`src/rtl/btn_pkg.sv`:
```
// Shared defaults and counter sizing for the button debounce array.
package btn_pkg;

   localparam int DEF_N_CH          = 4;
   localparam int DEF_SYNC_STAGES   = 2;
   localparam int DEF_DEB_CYCLES    = 50000;
   localparam int DEF_LONG_CYCLES   = 25000000;
   localparam int DEF_REPEAT_CYCLES = 5000000;
   localparam int DEF_ACTIVE_LOW    = 1;

   // Per-channel event pulses, registered together.
   typedef struct packed {
      logic press;
      logic rel;
      logic long_evt;
      logic rpt;
   } btn_evt_t;

   // Bits needed to hold values 0..max_val without wrapping.
   function automatic int cnt_width(input int max_val);
      return (max_val < 2) ? 1 : $clog2(max_val + 1);
   endfunction

endpackage

```
`src/rtl/btn_debounce_ch.sv`:
```
// One button channel: synchroniser, debounce, hold/long-press and auto-repeat.
module btn_debounce_ch
   import btn_pkg::*;
#(
   parameter int SYNC_STAGES   = DEF_SYNC_STAGES,
   parameter int DEB_CYCLES    = DEF_DEB_CYCLES,
   parameter int LONG_CYCLES   = DEF_LONG_CYCLES,
   parameter int REPEAT_CYCLES = DEF_REPEAT_CYCLES,
   parameter int ACTIVE_LOW    = DEF_ACTIVE_LOW
) (
   input  logic clk,
   input  logic reset,
   input  logic ext_btn,
   input  logic repeat_en,
   output logic level,
   output logic press,
   output logic rel,
   output logic long_evt,
   output logic rpt
);

   localparam int DEB_W  = cnt_width(DEB_CYCLES - 1);
   localparam int HOLD_W = cnt_width(LONG_CYCLES);
   localparam int REP_W  = cnt_width(REPEAT_CYCLES - 1);

   localparam logic [DEB_W-1:0]  DEB_LAST  = DEB_W'(DEB_CYCLES - 1);
   localparam logic [HOLD_W-1:0] HOLD_MAX  = HOLD_W'(LONG_CYCLES);
   localparam logic [HOLD_W-1:0] HOLD_LAST = HOLD_W'(LONG_CYCLES - 1);
   localparam logic [REP_W-1:0]  REP_LAST  = REP_W'(REPEAT_CYCLES - 1);
   localparam logic              IDLE_PIN  = (ACTIVE_LOW != 0);

   logic [SYNC_STAGES-1:0] sync_q, sync_d;
   logic                   level_q, level_d;
   logic [DEB_W-1:0]       deb_q, deb_d;
   logic [HOLD_W-1:0]      hold_q, hold_d;
   logic [REP_W-1:0]       rep_q, rep_d;
   btn_evt_t               evt_q, evt_d;
   logic                   s;
   logic                   toggle;

   assign s = sync_q[SYNC_STAGES-1] ^ IDLE_PIN;

   always_comb begin
      // NOTE: every value written here gets a default first, so no path can infer a latch.
      sync_d  = {sync_q[SYNC_STAGES-2:0], ext_btn};
      level_d = level_q;
      deb_d   = '0;
      hold_d  = '0;
      rep_d   = '0;
      evt_d   = '0;
      toggle  = 1'b0;

      if (s != level_q) begin
         if (deb_q == DEB_LAST) begin
            toggle      = 1'b1;
            level_d     = ~level_q;
            evt_d.press = ~level_q;
            evt_d.rel   = level_q;
         end else begin
            deb_d = deb_q + DEB_W'(1);
         end
      end

      // A release edge clears hold/repeat and wins over a coincident long or repeat.
      if (level_q && !toggle) begin
         hold_d         = (hold_q == HOLD_MAX) ? hold_q : hold_q + HOLD_W'(1);
         evt_d.long_evt = (hold_q == HOLD_LAST);
         if (repeat_en && (hold_q == HOLD_MAX)) begin
            if (rep_q == REP_LAST) begin
               evt_d.rpt = 1'b1;
            end else begin
               rep_d = rep_q + REP_W'(1);
            end
         end
      end
   end

   // NOTE: sequential state uses non-blocking assignments only, so every flop samples pre-edge values.
   always_ff @(posedge clk) begin
      if (reset) begin
         // NOTE: the synchroniser reloads the idle pin level so reset never looks like an edge.
         sync_q  <= {SYNC_STAGES{IDLE_PIN}};
         level_q <= 1'b0;
         deb_q   <= '0;
         hold_q  <= '0;
         rep_q   <= '0;
         evt_q   <= '0;
      end else begin
         sync_q  <= sync_d;
         level_q <= level_d;
         deb_q   <= deb_d;
         hold_q  <= hold_d;
         rep_q   <= rep_d;
         evt_q   <= evt_d;
      end
   end

   assign level    = level_q;
   assign press    = evt_q.press;
   assign rel      = evt_q.rel;
   assign long_evt = evt_q.long_evt;
   assign rpt      = evt_q.rpt;

endmodule

```
`src/rtl/btn_debounce_array.sv`:
```
// Array of independent debounced button channels with press/release/long/repeat events.
module btn_debounce_array
   import btn_pkg::*;
#(
   parameter int N_CH          = DEF_N_CH,
   parameter int SYNC_STAGES   = DEF_SYNC_STAGES,
   parameter int DEB_CYCLES    = DEF_DEB_CYCLES,
   parameter int LONG_CYCLES   = DEF_LONG_CYCLES,
   parameter int REPEAT_CYCLES = DEF_REPEAT_CYCLES,
   parameter int ACTIVE_LOW    = DEF_ACTIVE_LOW
) (
   input  logic            CLK,
   input  logic            RESET,
   input  logic [N_CH-1:0] iExtBtn,
   input  logic [N_CH-1:0] iRepeatEn,
   output logic [N_CH-1:0] oLevel,
   output logic [N_CH-1:0] oPress,
   output logic [N_CH-1:0] oRelease,
   output logic [N_CH-1:0] oLong,
   output logic [N_CH-1:0] oRepeat
);

   for (genvar g = 0; g < N_CH; g++) begin : g_ch
      btn_debounce_ch #(
         .SYNC_STAGES  (SYNC_STAGES),
         .DEB_CYCLES   (DEB_CYCLES),
         .LONG_CYCLES  (LONG_CYCLES),
         .REPEAT_CYCLES(REPEAT_CYCLES),
         .ACTIVE_LOW   (ACTIVE_LOW)
      ) u_ch (
         .clk      (CLK),
         .reset    (RESET),
         .ext_btn  (iExtBtn[g]),
         .repeat_en(iRepeatEn[g]),
         .level    (oLevel[g]),
         .press    (oPress[g]),
         .rel      (oRelease[g]),
         .long_evt (oLong[g]),
         .rpt      (oRepeat[g])
      );
   end

endmodule

```
`config.mk`:
```
export PLATFORM = sky130hd
export DESIGN_NAME = btn_debounce_array
export DESIGN_NICKNAME = d
export VERILOG_FILES = /design/src/rtl/btn_pkg.sv /design/src/rtl/btn_debounce_ch.sv /design/src/rtl/btn_debounce_array.sv
export SDC_FILE = /design/constraint.sdc
export NUM_CORES = 1
export LEC_CHECK = 0
export CELL_PAD_IN_SITES_DETAIL_PLACEMENT = 1
export CELL_PAD_IN_SITES_GLOBAL_PLACEMENT = 1
export CORE_ASPECT_RATIO = 1.25
export CORE_MARGIN = 4
export CORE_UTILIZATION = 30
export DETAILED_ROUTE_END_ITERATION = 7
export DONT_BUFFER_PORTS = 1
export PLACE_DENSITY_LB_ADDON = 0.1
export SLEW_MARGIN = 20
export SYNTH_ARGS = -nofsm -noshare
export SYNTH_HDL_FRONTEND = slang
export SYNTH_SLANG_ARGS = --single-unit
```
`constraint.sdc`:
```
create_clock -name CLK -period 2.7 [get_ports CLK]
set_clock_uncertainty 0.1 [all_clocks]
set_input_delay 0.27 -clock CLK [delete_from_list [all_inputs] [get_ports CLK]]
set_output_delay 0.27 -clock CLK [all_outputs]
set_load 0.02 [all_outputs]
```
==> results of run 1 <==
-- worst reg2reg max path, cell delays in order, from the launching register on --
cell and delay [ps]:
dfxtp_1 340, or4_1 490, or4_1 450, or3_1 420, or3_4 460, nor2_2 150
-- worst paths after layout --
check / to / slack, ps / cells past startpoint
worst min register to register: g_ch[3].u_ch.sync_q[1] / 310 / 1
worst max register to register: g_ch[2].u_ch.rep_q[14] / 210 / 5
worst min-delay path: g_ch[1].u_ch.rpt / 50 / 3
worst max-delay path: g_ch[2].u_ch.rep_q[14] / 210 / 5
-- logic make-up after synthesis --
kind of cell	after synthesis	share of synthesized area
AND/OR/NAND/NOR	778	0.318
flip-flops	284	0.454
XOR/XNOR	226	0.158
buffers and inverters	91	0.0344
AO/OA/AOI/OAI	33	0.0159
adder cells (fa/ha/maj)	16	0.0160
multiplexers	4	0.00320
-- flip-flops by register name, summed over array words and instances, names as in the netlist --
name,count
g_ch.u_ch.deb_q,64
g_ch.u_ch.hold_q,100
g_ch.u_ch.level,4
g_ch.u_ch.long_evt,4
g_ch.u_ch.press,4
g_ch.u_ch.rel,4
g_ch.u_ch.rep_q,92
g_ch.u_ch.rpt,4
g_ch.u_ch.sync_q,8
-- cells in the mapped netlist, drive strengths merged (5+ instances only) --
| cell | n | share of area |
|---|---|---|
| nand2b | 6 | 0.0030 |
| nor3 | 50 | 0.020 |
| and3 | 33 | 0.016 |
| nand4 | 58 | 0.029 |
| nand4b | 6 | 0.0042 |
| ha | 16 | 0.016 |
| nor3b | 7 | 0.0042 |
| or4 | 13 | 0.0078 |
| clkbuf | 28 | 0.0084 |
| buf | 29 | 0.016 |
| xor2 | 128 | 0.090 |
| nor2 | 279 | 0.086 |
| dfxtp | 284 | 0.45 |
| xnor2 | 98 | 0.069 |
| o21ai | 10 | 0.0049 |
| or3 | 19 | 0.0099 |
| and4 | 21 | 0.015 |
| nor4b | 13 | 0.0091 |
| a21oi | 15 | 0.0060 |
| nand3b | 5 | 0.0030 |
| nand3 | 102 | 0.041 |
| nor4 | 32 | 0.017 |
| inv | 34 | 0.010 |
| nand2 | 95 | 0.028 |
| or2 | 13 | 0.0065 |
-- through the flow --
step	hold slack (ps)	util	std cells	worst slack (ps)
2_1_floorplan	274	-	1432	296
3_3_place_gp	246	0.320	1961	259
3_5_place_dp	250	0.320	1961	225
4_1_cts	9.69	0.350	2026	204
5_1_grt	44.4	0.350	2027	13.7
6_report	50.7	0.350	2027	214
-- timing repair --
item                                    4_1_cts  5_1_grt
hold endpoints to repair                     22        0
endpoints found under the setup margin        0        0
hold buffers                                  5        0
-- area by class of cell --
class                           instances  area (um2)  area share
Tap cell                              552         691      0.0480
Clock buffer                           50        1010      0.0703
Sequential cell                       284        5690       0.395
Clock inverter                         10         154      0.0107
Timing Repair Buffer                   39         318      0.0221
Inverter                               34         128     0.00887
Multi-Input combinational cell       1057        6400       0.445
Antenna cell                            1        2.50    0.000174
-- report_power, final --
part / total (mW) / internal [mW] / switching (mW)
Sequential: 4.20 / 4.20 / 0.00539
Combinational: 0.0330 / 0.0142 / 0.0188
Clock: 4.80 / 2.98 / 1.82
Total: 9.04 / 7.19 / 1.85
-- per-layer routing --
| layer | track usage | wire length [um] | part of all wire | vias up |
|---|---|---|---|---|
| li1 | - | - | - | 4904 |
| met2 | 0.220 | 13800 | 0.49 | 61 |
| met3 | 0.0234 | 747 | 0.026 | 42 |
| met5 | 0 | 0 | 0 | - |
| met4 | 0.0466 | 752 | 0.027 | 0 |
| met1 | 0.160 | 13000 | 0.46 | 4580 |
==> flow_metrics.tcl, run 1 <==
set metrics [dict create \
    clk_latency_ps 530 \
    drtIter0Drc 312 \
    die_h_um 236 \
    fin_crit_sh 0.921 \
    overflow 0 \
    slew_headroom 0.384 \
    syn_area_per_cell_um2 8.74 \
    synth_warnings 0 \
    max_freq_ghz 0.402 \
    synth_enable_flop_cells 0 \
    drc 0 \
    cts-root-buf "clkbuf_16" \
    initial_core_util 0.304 \
    power_mw 9.04 \
    cp_data_arrival_time_ps 2840 \
    syn_nets 1458 \
    ys_seq_area_frac 0.454 \
    ant_nets 0 \
    wl_per_cell_um 14.0 \
    crit_type "flip-flop to flip-flop" \
    synth-async-reset-ratio 0 \
    vias 9587 \
    outcome "complete, no violations" \
    die_area_mm2 0.0451 \
    hpwl_um 19400 \
    place.gp.congestion 0.709 \
    hold_viol 0 \
    setup_viol 0 \
    cp-start-kind "flip-flop" \
    fin_setup_tns_ps 0 \
    post_route_cells_drive_above_1_share 0.0814 \
    crit_required_ps 3050 \
    nFillCells 4864 \
    cts_buffer_depth 3 \
    h-tree-depth 2 \
    grt_util_all_layers 0.128 \
    numClockSinks 284 \
    netlist_instances 1432 \
    first_global_vias 10100 \
    grt_pass1_wl_um 49200 \
    worst_slew_pin_slew_ps 901 \
    cts_tree "built" \
    slew_violations 0 \
    hold_path_class "primary input to flip-flop" \
    min_period_ps 2490 \
    setup.worst_path.start "g_ch[2].u_ch.hold_q[9]" \
    wl_um 28300 \
    firstDrtPassIters 4 \
    die_w_um 191 \
    max_cap_viol_count 0 \
    yosysUniqueCellTypes 47 \
    worst-path-buf-inv 0 \
    crit_path_frequent_cell "or4_1" \
    cp-end-kind "flip-flop" \
    fin_nets 1477 \
    reg2reg_from "g_ch[2].u_ch.hold_q[9]" \
    design_area_mm2 0.0144 \
    slowest_delay_ps 490 \
    synth_seq_cells 284 \
    vias_per_cell 4.73 \
    crit_slowest_cell "or4_1" \
    grt_max_degree 27 \
    min-delay-start "iRepeatEn[1]" \
    antenna_found_initial 1 \
    critical-path-top-delay-family "simple AND/OR/NAND/NOR gates" \
    place_area_mm2 0.0132 \
    ys_dominant_reg_cell "dfxtp_1" \
    syn_to_final_growth_pct 15.0 \
    cts_resized 0 \
    worstPathCellList "or4_1 > or4_1 > or3_1 > or3_4 > nor2_2" \
    final_common_cell "dfxtp_1" \
    power_density_mw_per_mm2 628 \
    core_mm2 0.0411 \
    cts_buffers 35 \
    ir_drop_mv 0.391 \
    ios 30 \
    numPortBuffers 0 \
    crit_fanout 13 \
    rsz0062_at_grt "false" \
    final_cell_mix "dfxtp_1, nor2_1, xor2_1, nand3_1, xnor2_1" \
    clk_pin_slew_ps 60 \
    total_leakage_power_nw 4.36 \
    mappedNetlistArea_mm2 0.0125 \
    postCtsSetupBuffers 0 \
    rows 83 \
]
Power figures use the tool's default switching activity.
==> run 2, diff against run 1 <==
--- a/config.mk
+++ b/config.mk
@@ -8,7 +8,7 @@
 export CELL_PAD_IN_SITES_DETAIL_PLACEMENT = 1
 export CELL_PAD_IN_SITES_GLOBAL_PLACEMENT = 1
 export CORE_ASPECT_RATIO = 1.25
-export CORE_MARGIN = 4
+export CORE_MARGIN = 2
 export CORE_UTILIZATION = 30
 export DETAILED_ROUTE_END_ITERATION = 7
 export DONT_BUFFER_PORTS = 1
==> flow_metrics.tcl, run 2 (synthesis results as in run 1) <==
set metrics [dict create \
    outcome "complete, no violations" \
    cts_buffers 35 \
    hold_viol 0 \
    grt_use_met2 0.236 \
    place_ws_ps 138 \
    total_leakage_power_nw 4.34 \
    syn_to_final_growth_pct 14.6 \
    antenna_found_initial 0 \
    hold-path-cell-count 2 \
    die_area_mm2 0.0434 \
    regMostFlops "g_ch.u_ch.hold_q" \
    diodes 0 \
    worst_slew_pin_slew_ps 838 \
    overflow 0 \
    reg.largest.list "g_ch.u_ch.hold_q x100, g_ch.u_ch.rep_q x92, g_ch.u_ch.deb_q x64" \
    fin_setup_tns_ps 0 \
    wl_um 28200 \
    post_route_cells_drive_above_1_share 0.0795 \
    grtUsageMet1 0.161 \
    cts_buffer_depth 3 \
    rr_worst_depth 5 \
    finalWorstSetupSlack_ps 155 \
    vias 9605 \
    power_density_mw_per_mm2 612 \
    crit_type "flip-flop to flip-flop" \
    grt_util_all_layers 0.133 \
    final_common_cell "dfxtp_1" \
    ant_nets 0 \
    max_freq_ghz 0.393 \
    numPortBuffers 0 \
    h-tree-depth 2 \
    numClockSinks 284 \
    max_cap_viol_count 0 \
    grt_pass1_wl_um 48800 \
    grtUsageMet3 0.0243 \
    ir_drop_mv 0.367 \
    clk_pin_slew_ps 60 \
    largest_reg_flops 100 \
    final_cell_mix "dfxtp_1, nor2_1, xor2_1, nand3_1, xnor2_1" \
    hold_path_class "primary input to flip-flop" \
    cp-end-kind "flip-flop" \
    drtIter0Drc 282 \
    min_period_ps 2550 \
    firstDrtPassIters 6 \
    die_h_um 232 \
    wl_per_cell_um 13.9 \
    hpwl_um 19200 \
    slew_violations 0 \
    die_w_um 187 \
    cp-start-kind "flip-flop" \
    setup_viol 0 \
    grt_max_degree 27 \
    place.gp.congestion 0.704 \
    cts-root-buf "clkbuf_16" \
    slew_headroom 0.440 \
    fin_crit_sh 0.943 \
    rsz0062_at_grt "false" \
    postCtsSetupBuffers 0 \
    drc 0 \
    core_mm2 0.0411 \
    fin_nets 1476 \
    cp_data_arrival_time_ps 2890 \
    crit_fanout 11 \
    first_global_vias 9872 \
    ios 30 \
    cts_tree "built" \
    vias_per_cell 4.75 \
    crit_required_ps 3050 \
    clk_latency_ps 530 \
    rows 83 \
    grt.busiest_layer "met2" \
    initial_core_util 0.304 \
]
-- run 2: cell types whose count changed in the layout (fill, tap and decap cells not counted), sizes merged --
cell	delta
bufinv	-3
buf	-3
dlygate4sd3	+2
clkinv	+1
diode	-1
clkbuf	+1
-- run 2: power by group --
| group | leakage (nW) | internal (mW) | switching [mW] | total [mW] |
|---|---|---|---|---|
| clock | 0.552 | 2.74 | 1.80 | 4.54 |
| combinational | 1.50 | 0.0161 | 0.0195 | 0.0357 |
| sequential | 2.29 | 4.20 | 0.00526 | 4.20 |
| total | 4.34 | 6.96 | 1.82 | 8.78 |
-- run 2: worst max-delay path, stage by stage, from the launching register on --
cell	delay, ps
dfxtp_1	350
or4_1	530
or4_1	450
or3_1	420
or2_1	380
nor3_1	230
-- run 2: final timing paths --
check	endpoint	from	slack, ps
worst min register to register	g_ch[3].u_ch.sync_q[1]	g_ch[3].u_ch.sync_q[0]	310
worst max-delay path	g_ch[2].u_ch.rep_q[8]	g_ch[2].u_ch.hold_q[8]	150
worst max register to register	g_ch[2].u_ch.rep_q[8]	g_ch[2].u_ch.hold_q[8]	150
worst min-delay path	g_ch[2].u_ch.hold_q[2]	RESET	10
-- run 2: metrics by stage --
stage	power [mW]	utilization	instance area (um2)	hold slack [ps]	instances
finish	8.78	0.349	14300	10.8	2024
global route	9.17	0.349	14300	8.44	2024
CTS	9.01	0.349	14300	14.3	2024
detailed placement	4.32	0.320	13200	254	1958
global placement	4.32	0.320	13200	247	1958
floorplan	4.31	-	12500	274	1432
-- run 2: what timing repair did --
action                                  CTS  global route
gates resized for setup                   0             1
hold endpoints to repair                 23             0
endpoints found under the setup margin    0            23
hold buffers                              7             0
-- run 2: final cells by class --
class / instances / area [um2]
repair buffers: 38 / 328
well taps: 552 / 691
clock inverters: 8 / 68.8
multi-input cells: 1057 / 6400
flip-flops and latches: 284 / 5690
clock buffers: 51 / 1040
inverters: 34 / 128
fillers: 4840 / 26800
-- run 2: per-layer routing --
metal  wire, um  part of all wire  vias up
li1           -                 -     4892
met1      13100              0.46     4601
met2      13500              0.48       66
met3        797             0.028       46
met4        738             0.026        0
met5          0                 0        -
